==> config.mk <==
export PLATFORM = sky130hd
export DESIGN_NAME = write_port
export DESIGN_NICKNAME = d
export VERILOG_FILES = /design/src/rtl/write_port.sv
export SDC_FILE = /design/constraint.sdc
export NUM_CORES = 1
export LEC_CHECK = 0
export ABC_AREA = 1
export CAP_MARGIN = 20
export CORE_AREA = 2 2 438 440
export CTS_CLUSTER_SIZE = 8
export DETAILED_ROUTE_END_ITERATION = 6
export DIE_AREA = 0 0 440 442
export GPL_TIMING_DRIVEN = 0
export MAX_ROUTING_LAYER = met4
export SYNTH_ARGS = -nofsm -noshare
export SYNTH_HDL_FRONTEND = slang
export SYNTH_SLANG_ARGS = --single-unit
==> constraint.sdc <==
create_clock -name clock -period 10.35 [get_ports clock]
set_input_delay 1.5525 -clock clock [delete_from_list [all_inputs] [get_ports clock]]
set_output_delay 1.5525 -clock clock [all_outputs]
set_load 0.005 [all_outputs]
==> src/rtl/write_port.sv <==
// Write side of a 32 x 32-bit register file: one committed write per clock, r0 reads as zero.
// Also exports a registered record of the last commit and a saturating commit counter.
module write_port (
  input  logic        clock,
  input  logic        ctrl_reset,
  input  logic        ctrl_writeEnable,
  input  logic [4:0]  ctrl_writeReg,
  input  logic [31:0] data_writeReg,
  output logic [31:0] q0,
  output logic [31:0] q1,
  output logic [31:0] q2,
  output logic [31:0] q3,
  output logic [31:0] q4,
  output logic [31:0] q5,
  output logic [31:0] q6,
  output logic [31:0] q7,
  output logic [31:0] q8,
  output logic [31:0] q9,
  output logic [31:0] q10,
  output logic [31:0] q11,
  output logic [31:0] q12,
  output logic [31:0] q13,
  output logic [31:0] q14,
  output logic [31:0] q15,
  output logic [31:0] q16,
  output logic [31:0] q17,
  output logic [31:0] q18,
  output logic [31:0] q19,
  output logic [31:0] q20,
  output logic [31:0] q21,
  output logic [31:0] q22,
  output logic [31:0] q23,
  output logic [31:0] q24,
  output logic [31:0] q25,
  output logic [31:0] q26,
  output logic [31:0] q27,
  output logic [31:0] q28,
  output logic [31:0] q29,
  output logic [31:0] q30,
  output logic [31:0] q31,
  output logic        wb_valid,
  output logic [4:0]  wb_reg,
  output logic [31:0] wb_data,
  output logic [15:0] write_count
);

  logic [31:0] w_onehot;
  logic        w_commit;
  logic [31:0] r_regs [1:31];
  logic        r_wb_valid;
  logic [4:0]  r_wb_reg;
  logic [31:0] r_wb_data;
  logic [15:0] r_count;

  // Bit 0 of the decode marks a write to r0, which is dropped.
  always_comb begin
    w_onehot = 32'b1 << ctrl_writeReg;
    w_commit = ctrl_writeEnable && !w_onehot[0] && !ctrl_reset;
  end

  always_ff @(posedge clock) begin
    if (ctrl_reset) begin
      for (int i = 1; i < 32; i++) r_regs[i] <= '0;
      r_wb_valid <= 1'b0;
      r_wb_reg   <= '0;
      r_wb_data  <= '0;
      r_count    <= '0;
    end else begin
      for (int i = 1; i < 32; i++) begin
        if (ctrl_writeEnable && w_onehot[i]) r_regs[i] <= data_writeReg;
      end
      r_wb_valid <= w_commit;
      if (w_commit) begin
        r_wb_reg  <= ctrl_writeReg;
        r_wb_data <= data_writeReg;
        if (r_count != 16'hFFFF) r_count <= r_count + 16'd1;
      end
    end
  end

  assign q0  = 32'h0;
  assign q1  = r_regs[1];
  assign q2  = r_regs[2];
  assign q3  = r_regs[3];
  assign q4  = r_regs[4];
  assign q5  = r_regs[5];
  assign q6  = r_regs[6];
  assign q7  = r_regs[7];
  assign q8  = r_regs[8];
  assign q9  = r_regs[9];
  assign q10 = r_regs[10];
  assign q11 = r_regs[11];
  assign q12 = r_regs[12];
  assign q13 = r_regs[13];
  assign q14 = r_regs[14];
  assign q15 = r_regs[15];
  assign q16 = r_regs[16];
  assign q17 = r_regs[17];
  assign q18 = r_regs[18];
  assign q19 = r_regs[19];
  assign q20 = r_regs[20];
  assign q21 = r_regs[21];
  assign q22 = r_regs[22];
  assign q23 = r_regs[23];
  assign q24 = r_regs[24];
  assign q25 = r_regs[25];
  assign q26 = r_regs[26];
  assign q27 = r_regs[27];
  assign q28 = r_regs[28];
  assign q29 = r_regs[29];
  assign q30 = r_regs[30];
  assign q31 = r_regs[31];

  assign wb_valid    = r_wb_valid;
  assign wb_reg      = r_wb_reg;
  assign wb_data     = r_wb_data;
  assign write_count = r_count;

endmodule

==> results of run 1 <==
==> cells in the mapped netlist <==
library cell | instances | share of area, %
o21ai_0 | 65 | 0.87
buf_4 | 33 | 0.66
o21ai_1 | 2 | 0.027
nand3_1 | 78 | 1.0
nor3_1 | 3 | 0.040
dfxtp_1 | 54 | 2.9
clkbuf_1 | 122 | 1.2
buf_2 | 87 | 1.2
buf_6 | 6 | 0.18
a21oi_1 | 14 | 0.19
inv_1 | 61 | 0.61
conb_1 | 1 | 0.010
edfxtp_1 | 992 | 80
nor3b_1 | 1 | 0.020
nand2_1 | 59 | 0.59
nand4_4 | 1 | 0.057
nor2_2 | 7 | 0.12
nor2_1 | 1042 | 10
xnor2_1 | 1 | 0.023
nand2_2 | 1 | 0.017
xor2_1 | 2 | 0.047
nand2_4 | 1 | 0.030
nand3b_1 | 1 | 0.020
buf_1 | 1 | 0.010
nand4_1 | 2 | 0.033
ha_1 | 1 | 0.033
inv_2 | 3 | 0.030
==> layer usage <==
| metal | up-vias | GRT usage (%) |
|---|---|---|
| li1 | 11500 | - |
| met5 | - | - |
| met3 | 343 | 5.03 |
| met4 | 0 | 8.27 |
| met1 | 14000 | 21.3 |
| met2 | 1727 | 32.2 |
==> area by class of cell <==
| type | count | area share [%] |
|---|---|---|
| Multi-Input combinational cell | 1313 | 9.66 |
| Inverter | 64 | 0.420 |
| Tap cell | 2511 | 5.49 |
| Buffer | 249 | 2.12 |
| Timing Repair Buffer | 1130 | 20.7 |
| Antenna cell | 34 | 0.149 |
| Sequential cell | 1046 | 53.9 |
| Clock inverter | 21 | 0.619 |
| Clock buffer | 186 | 6.91 |
==> power groups by stage <==
stage | Clock, mW | Combinational [mW] | Sequential, mW
3_5_place_dp | 0 | 1.04 | 5.03
2_1_floorplan | 0 | 0.161 | 5.06
4_1_cts | 4.63 | 1.04 | 4.95
5_1_grt | 4.79 | 1.06 | 4.97
6_report | 4.58 | 1.03 | 4.95
3_3_place_gp | 0 | 0.978 | 5.06
==> critical path, stage by stage <==
cell and delay [ns]:
clkdlybuf4s50_1 0.59, inv_1 0.15, nor3_1 0.16, inv_1 0.10, nor2_2 0.17, nand3_1 0.73, buf_2 0.47, nor2_1 0.50
==> through the flow <==
stage / power, mW / cell area (µm²)
2_1_floorplan: 5.22 / 37500
3_3_place_gp: 6.04 / 51500
3_5_place_dp: 6.07 / 52700
4_1_cts: 10.6 / 57000
5_1_grt: 10.8 / 57200
6_report: 10.6 / 57200
==> cell families (layout without fill, tap and decap cells) <==
group,count (synthesis),after routing,synth area share [%]
buffers and inverters,313,1650,3.88
flip-flops,1046,1046,82.5
AO/OA/AOI/OAI,81,81,1.08
AND/OR/NAND/NOR,1196,1196,12.4
adder cells (fa/ha/maj),1,1,0.0334
XOR/XNOR,3,3,0.0702
other,1,66,0.0100
==> path summary, 6_finish.rpt <==
kind | start | endpoint | cells after the start
worst max-delay path | ctrl_writeReg[1] | r_regs[0][377] | 8
worst min register to register | wb_reg[4] | wb_reg[4] | 2
worst min-delay path | wb_reg[4] | wb_reg[4] | 2
worst max register to register | write_count[0] | write_count[12] | 8
==> results_dict.tcl, run 1 <==
set metrics [dict create \
    routed.top_layer "met4" \
    timing_worst_setup_path_type "in -> reg" \
    worst_pin_slew_ns 1.14 \
    clock_path_buffers 3 \
    clock-sinks 1046 \
    rsz0062_at_grt "no" \
    fillers 19100 \
    netlist_instances 2641 \
    endpoint_kind "flop" \
    power_frac_clock_pct 43.4 \
    finalMaxSlewViolations 0 \
    power.density_nw_per_um2 184 \
    finalWorstSetupSlack_ns 6.42 \
    status "finished clean" \
    grt_max_degree 33 \
    largest_reg_flops 992 \
    place_congestion 0.885 \
    wl_met2_mm 94.5 \
    antenna_left 0 \
    dieArea_um2 194000 \
    drc 0 \
    maxCapViolations 0 \
    seq_area_um2 30900 \
    min_path_type "reg -> reg" \
    fin_crit_sh_pct 38.0 \
    seq_area_frac_synth_pct 82.5 \
    p_sw_share_pct 23.9 \
    arrival_ns 4.44 \
    avgViaCountPerCell 4.22 \
    die_width_um 440 \
    initial_utilization_pct 19.7 \
    path_clk_slew_ns 0.05 \
    layout_commonest_cell "clkdlybuf4s50_1" \
    whs_ns 0.488 \
    hold_viol 0 \
    dpl.cell_count 6307 \
    syn_area_um2 37400 \
    cp_max_fo 10 \
    cp-start-kind "primary input" \
    seqPwrFrac_pct 46.9 \
    antenna_found_initial 41 \
    skew_ns 0.00560 \
    dp_slack_ns 5.59 \
    peakVddDrop_mv 0.120 \
    drive_above_1_share_pct 9.70 \
    fin_util_pct 30.2 \
    cellLeakagePower_nw 20.3 \
    ctsHoldBuffers 0 \
    dr.pass1.iters 5 \
    top_register "r_regs" \
    synth_cell_type_count 27 \
    grt_usage_pct 19.1 \
    overflow 0 \
    portBuffers 1082 \
    clkLatencyLatePin_ns 0.80 \
    synth_area_per_cell_um2 14.2 \
    final_cells 6554 \
    crit_required_ns 10.86 \
    final_cell_mix "1082 x clkdlybuf4s50_1, 1042 x nor2_1, 992 x edfxtp_1, 155 x clkbuf_1, 153 x clkbuf_16" \
    setup-tns-final_ns 0 \
    switching_power_mw 2.52 \
    tritoncts "yes" \
    rrSetupSlack_ns 8.53 \
    wl_met1_mm 67.9 \
    max_freq_mhz 254 \
    synth.ff_latch_count 1046 \
    cts_resized 0 \
    rows 160 \
    p_comb_share_pct 9.7 \
    area_growth_syn_to_layout_pct 53.0 \
    coreArea_um2 190000 \
    grt_pass1_vias 26300 \
    h-tree-depth 4 \
    pin_count 1118 \
    cts_made_buffers 151 \
    dp_hpwl_mm 143 \
    grt_pass1_wl_mm 240 \
    postCtsSetupRepairBufs 0 \
    p_int_mw 8.04 \
    drt_wl_total_mm 187 \
    vias 27600 \
    finalNetCount 3996 \
    slew_headroom_pct 23.5 \
    drtIter0Drc 3032 \
    finalCriticalPeriod_ns 3.93 \
    setup_viol 0 \
    wire_per_inst_um 28.6 \
    multiInputGateArea_um2 5530 \
    ys.warnings.count 0 \
    dr_wl_met3_mm 16.3 \
    fp.dieH_um 442 \
    root_buffer "clkbuf_16" \
]
(Power assumes the default switching activity.)
==> inputs of run 2 (changes only) <==
--- a/config.mk
+++ b/config.mk
@@ -7,10 +7,10 @@
 export LEC_CHECK = 0
 export ABC_AREA = 1
 export CAP_MARGIN = 20
-export CORE_AREA = 2 2 438 440
+export CORE_AREA = 2 2 437 439
 export CTS_CLUSTER_SIZE = 8
 export DETAILED_ROUTE_END_ITERATION = 6
-export DIE_AREA = 0 0 440 442
+export DIE_AREA = 0 0 439 441
 export GPL_TIMING_DRIVEN = 0
 export MAX_ROUTING_LAYER = met4
 export SYNTH_ARGS = -nofsm -noshare
==> constraint.sdc (replaced) <==
create_clock -name clock -period 3.4 [get_ports clock]
set_input_delay 0.51 -clock clock [delete_from_list [all_inputs] [get_ports clock]]
set_output_delay 0.51 -clock clock [all_outputs]
set_load 0.005 [all_outputs]
==> results_dict.tcl, run 2 (same netlist as run 1, synthesis figures left out) <==
set metrics [dict create \
    min_path_type "in -> reg" \
    portBuffers 1082 \
    cellLeakagePower_nw 20.3 \
    tritoncts "yes" \
    finalNetCount 3998 \
    max_stage_delay_ns 0.59 \
    largest_reg_flops 992 \
    grt_pass1_wl_mm 241 \
    cp_max_fo 20 \
    die_width_um 439 \
    worst_pin_slew_ns 1.27 \
    clock-sinks 1046 \
    top_register "r_regs" \
    cts_made_buffers 153 \
    path_clk_slew_ns 0.05 \
    arrival_ns 3.24 \
    initial_utilization_pct 19.8 \
    maxCapViolations 0 \
    skew_ns 0.00273 \
    coreArea_um2 189000 \
    rsz0062_at_grt "no" \
    layout_commonest_cell "clkdlybuf4s50_1" \
    fp.dieH_um 441 \
    pin_count 1118 \
    fillers 19000 \
    grt_usage_pct 19.4 \
    drc 0 \
    h-tree-depth 4 \
    vias 27400 \
    crit_top_cell "inv_1" \
    clkLatencyLatePin_ns 0.81 \
    place_congestion 0.884 \
    power.density_nw_per_um2 567 \
    cts_resized 0 \
    dp_hpwl_mm 146 \
    drtIter0Drc 2823 \
    slew_headroom_pct 15.4 \
    crit_required_ns 3.86 \
    dieArea_um2 194000 \
    dr.pass1.iters 6 \
    drt_wl_total_mm 190 \
    max_freq_mhz 360 \
    fin_crit_sh_pct 81.7 \
    antenna_left 0 \
    status "finished clean" \
    rows 160 \
    hold_viol 0 \
    power_mw 32.5 \
    wire_per_inst_um 29.0 \
    avgViaCountPerCell 4.18 \
    timing_worst_setup_path_type "in -> reg" \
    grt_max_degree 30 \
    clock_path_buffers 3 \
    area_growth_syn_to_layout_pct 53.2 \
    setup_viol 0 \
    worst_path_max_delay_cell "o21ai_4" \
    final_cell_mix "1082 x clkdlybuf4s50_1, 1042 x nor2_1, 992 x edfxtp_1, 159 x clkbuf_1, 154 x clkbuf_16" \
    finalMaxSlewViolations 0 \
    fin_util_pct 30.3 \
    cp-start-kind "primary input" \
    grt_pass1_vias 26100 \
    peakVddDrop_mv 0.458 \
    drive_above_1_share_pct 9.86 \
    overflow 0 \
    endpoint_kind "flop" \
    antenna_found_initial 37 \
    ctsHoldBuffers 0 \
    worstPathCellList "clkdlybuf4s50_1 > inv_1 > nor2_2 > inv_1 > clkbuf_1 > buf_8 > o21ai_4 > buf_12" \
    postCtsSetupRepairBufs 0 \
    root_buffer "clkbuf_16" \
    finalCriticalPeriod_ns 2.78 \
]
-- run 2: changes by cell type in the layout (fill, tap and decap cells not counted), sizes merged --
cell      change
clkinv        -4
diode         -6
inv           +1
clkbuf        +8
clkinvlp      +1
bufinv        +2
-- run 2: where the power goes --
group          switching (mW)  internal, mW  total (mW)  leakage [nW]
Combinational            1.70          1.42        3.12          8.31
Clock                    5.83          8.48        14.3          2.12
Sequential              0.254          14.8        15.1          9.90
-- run 2: layer usage --
layer  GRT usage [%]  vias to the layer above  routed length (µm)
met4            9.96                        0               10300
met2            32.0                     1592               94700
met3            5.21                      389               15600
li1                -                    11600                   -
met1            21.5                    13900               69500
met5               -                        -                   0
-- run 2: cell type report --
class | count | area, µm² | area share [%]
Timing Repair Buffer | 1130 | 11800 | 20.6
Multi-Input combinational cell | 1313 | 5530 | 9.64
Clock buffer | 194 | 4010 | 7.00
Clock inverter | 21 | 407 | 0.709
Buffer | 249 | 1210 | 2.12
Tap cell | 2511 | 3140 | 5.48
Antenna cell | 28 | 70.1 | 0.122
Sequential cell | 1046 | 30900 | 53.9
Inverter | 64 | 240 | 0.419
-- run 2: per-stage QoR --
| step | std cells | cell area [µm²] | hold slack [ns] | worst slack (ns) | TNS (ns) |
|---|---|---|---|---|---|
| 3_3_place_gp | 6265 | 51500 | 0.456 | -5.01 | -2035.99 |
| 6_report | 6556 | 57300 | 0.205 | 0.621 | 0 |
| 4_1_cts | 6526 | 57200 | 0.115 | 0.649 | 0 |
| 2_1_floorplan | 2672 | 37500 | 0.456 | -0.434 | -55.51 |
| 5_1_grt | 6542 | 57300 | 0.180 | 0.487 | 0 |
| 3_5_place_dp | 6311 | 52800 | 0.455 | -0.201 | -17.35 |
-- run 2: path summary, 6_finish.rpt --
path                    start         endpoint  slack [ns]  cells past startpoint
max          ctrl_writeEnable   r_regs[0][314]        0.62                      8
min reg2reg         wb_reg[4]        wb_reg[4]        0.47                      2
min                ctrl_reset   write_count[6]        0.20                      2
max reg2reg    write_count[0]  write_count[13]        1.62                      7
-- run 2: critical path, delay by kind of cell --
| kind | cells | cell delay [ns] |
|---|---|---|
| AO/OA/AOI/OAI | 1 | 0.59 |
| AND/OR/NAND/NOR | 1 | 0.26 |
| buffers and inverters | 6 | 1.81 |
==> inputs of run 3 (changes only) <==
==> constraint.sdc (replaced) <==
create_clock -name clock -period 2.35 [get_ports clock]
set_input_delay 0.3525 -clock clock [delete_from_list [all_inputs] [get_ports clock]]
set_output_delay 0.3525 -clock clock [all_outputs]
set_load 0.005 [all_outputs]
==> results_dict.tcl, run 3 (same netlist as run 1, synthesis figures left out) <==
set metrics [dict create \
    cp_max_fo 24 \
    dr.pass1.iters 6 \
    multiInputGateArea_um2 5570 \
    grt_pass1_wl_mm 244 \
    max_stage_delay_ns 0.48 \
    grt_usage_pct 19.7 \
    largest_reg_flops 992 \
    dpl.cell_count 6319 \
    cp-start-kind "primary input" \
    cts_made_buffers 153 \
    crit_family "buffers and inverters" \
    clock-sinks 1046 \
    peakVddDrop_mv 0.579 \
    final_cells 6568 \
    path_clk_slew_ns 0.06 \
    final_cell_mix "1064 x clkdlybuf4s50_1, 1041 x nor2_1, 992 x edfxtp_1, 156 x clkbuf_1, 156 x clkbuf_16" \
    drtIter0Drc 2884 \
    fillers 18900 \
    tritoncts "yes" \
    portBuffers 1082 \
    worstPathCellList "clkdlybuf4s50_1 > inv_1 > nor2_2 > inv_1 > clkbuf_1 > buf_8 > o21ai_4 > buf_12" \
    switching_power_mw 11.4 \
    skew_ns 0.0169 \
    overflow 0 \
    h-tree-depth 4 \
    drive_above_1_share_pct 10.7 \
    area_growth_syn_to_layout_pct 54.4 \
    crit_top_cell "inv_1" \
    pin_count 1118 \
    cellLeakagePower_nw 20.6 \
    cp_num_buf_inv 6 \
    power.density_nw_per_um2 820 \
    rsz0062_at_grt "no" \
    setup_viol 0 \
    max_freq_mhz 430 \
    initial_utilization_pct 19.8 \
    grt_max_degree 33 \
    dieArea_um2 194000 \
    timing_worst_setup_path_type "in -> reg" \
    die_width_um 439 \
    root_buffer "clkbuf_16" \
    antenna_left 0 \
    status "finished clean" \
    placed_area_um2 53000 \
    p_comb_share_pct 9.9 \
    crit_required_ns 2.85 \
    p_int_mw 35.9 \
    fp.dieH_um 441 \
    dp_hpwl_mm 147 \
    arrival_ns 2.82 \
    whs_ns 0.299 \
    finalNetCount 4027 \
    finalCriticalPeriod_ns 2.33 \
    antenna_found_initial 26 \
    vias 27700 \
    avgViaCountPerCell 4.22 \
    slew_headroom_pct 16.6 \
    seqPwrFrac_pct 45.9 \
    worst_pin_slew_ns 1.25 \
    clkLatencyLatePin_ns 0.80 \
    worst_path_max_delay_cell "clkdlybuf4s50_1" \
    endpoint_kind "flop" \
    p_sw_share_pct 24.2 \
    top_register "r_regs" \
    wire_per_inst_um 29.4 \
    drc 0 \
    fin_crit_sh_pct 99.0 \
    layout_commonest_cell "clkdlybuf4s50_1" \
    clock_path_buffers 3 \
    fin_util_pct 30.5 \
    setup-tns-final_ns 0 \
    rows 160 \
    drt_wl_total_mm 193 \
    seq_area_um2 30900 \
    power_frac_clock_pct 44.1 \
    maxCapViolations 0 \
    coreArea_um2 189000 \
    place_congestion 0.871 \
    grt_pass1_vias 26500 \
    finalMaxSlewViolations 0 \
    design_area_um2 57800 \
    hold_viol 0 \
    min_path_type "in -> reg" \
]
## run 3: worst paths after layout
kind / startpoint / to / slack (ns) / cells after the start
max: ctrl_writeEnable / r_regs[0][347] / 0.02 / 8
min: ctrl_writeReg[0] / wb_reg[0] / 0.30 / 3
max reg2reg: write_count[0] / write_count[13] / 0.55 / 7
min reg2reg: wb_reg[4] / wb_reg[4] / 0.47 / 2
## run 3: area by class of cell
cell class	count	share of cell area (%)
antenna	11	0.0476
buffer	249	2.11
clock buffer	194	7.00
clock inverter	21	0.701
inverter	64	0.416
multi-input combinational	1313	9.63
sequential	1046	53.4
tap	2511	5.44
timing repair buffer	1159	21.2
## run 3: timing repair
item	in CTS	in global routing
endpoints found under the setup margin	98	193
resized for setup	22	9
hold endpoints to repair	8	0
pin swaps	4	4
hold buffers	3	0
buffers inserted	9	8
## run 3: per-stage QoR
step	setup slack [ns]	power [mW]
global placement	-3.48	26.6
CTS	0.00167	47.8
floorplan	-0.466	23.0
finish	0.0237	47.4
detailed placement	-1.27	26.8
global route	0.00538	48.6
## run 3: power groups by stage
stage	Clock, mW	Combinational (mW)	Sequential (mW)
floorplan	0	0.717	22.2
global placement	0	4.40	22.2
detailed placement	0	4.70	22.1
CTS	21.2	4.75	21.8
global route	21.9	4.87	21.8
finish	20.9	4.71	21.8
## run 3: routing by layer
metal  vias up  track usage (%)  wire length (µm)
met2      1691             31.3             92100
li1      11600                -                 -
met3       372             5.82             17700
met4         0             12.3             13800
met5         -                -                 0
met1     14100             21.7             69300
## run 3: worst min-delay path, stage by stage
cell	delay (ns)
clkdlybuf4s50_1	0.50
inv_2	0.12
o21ai_1	0.07
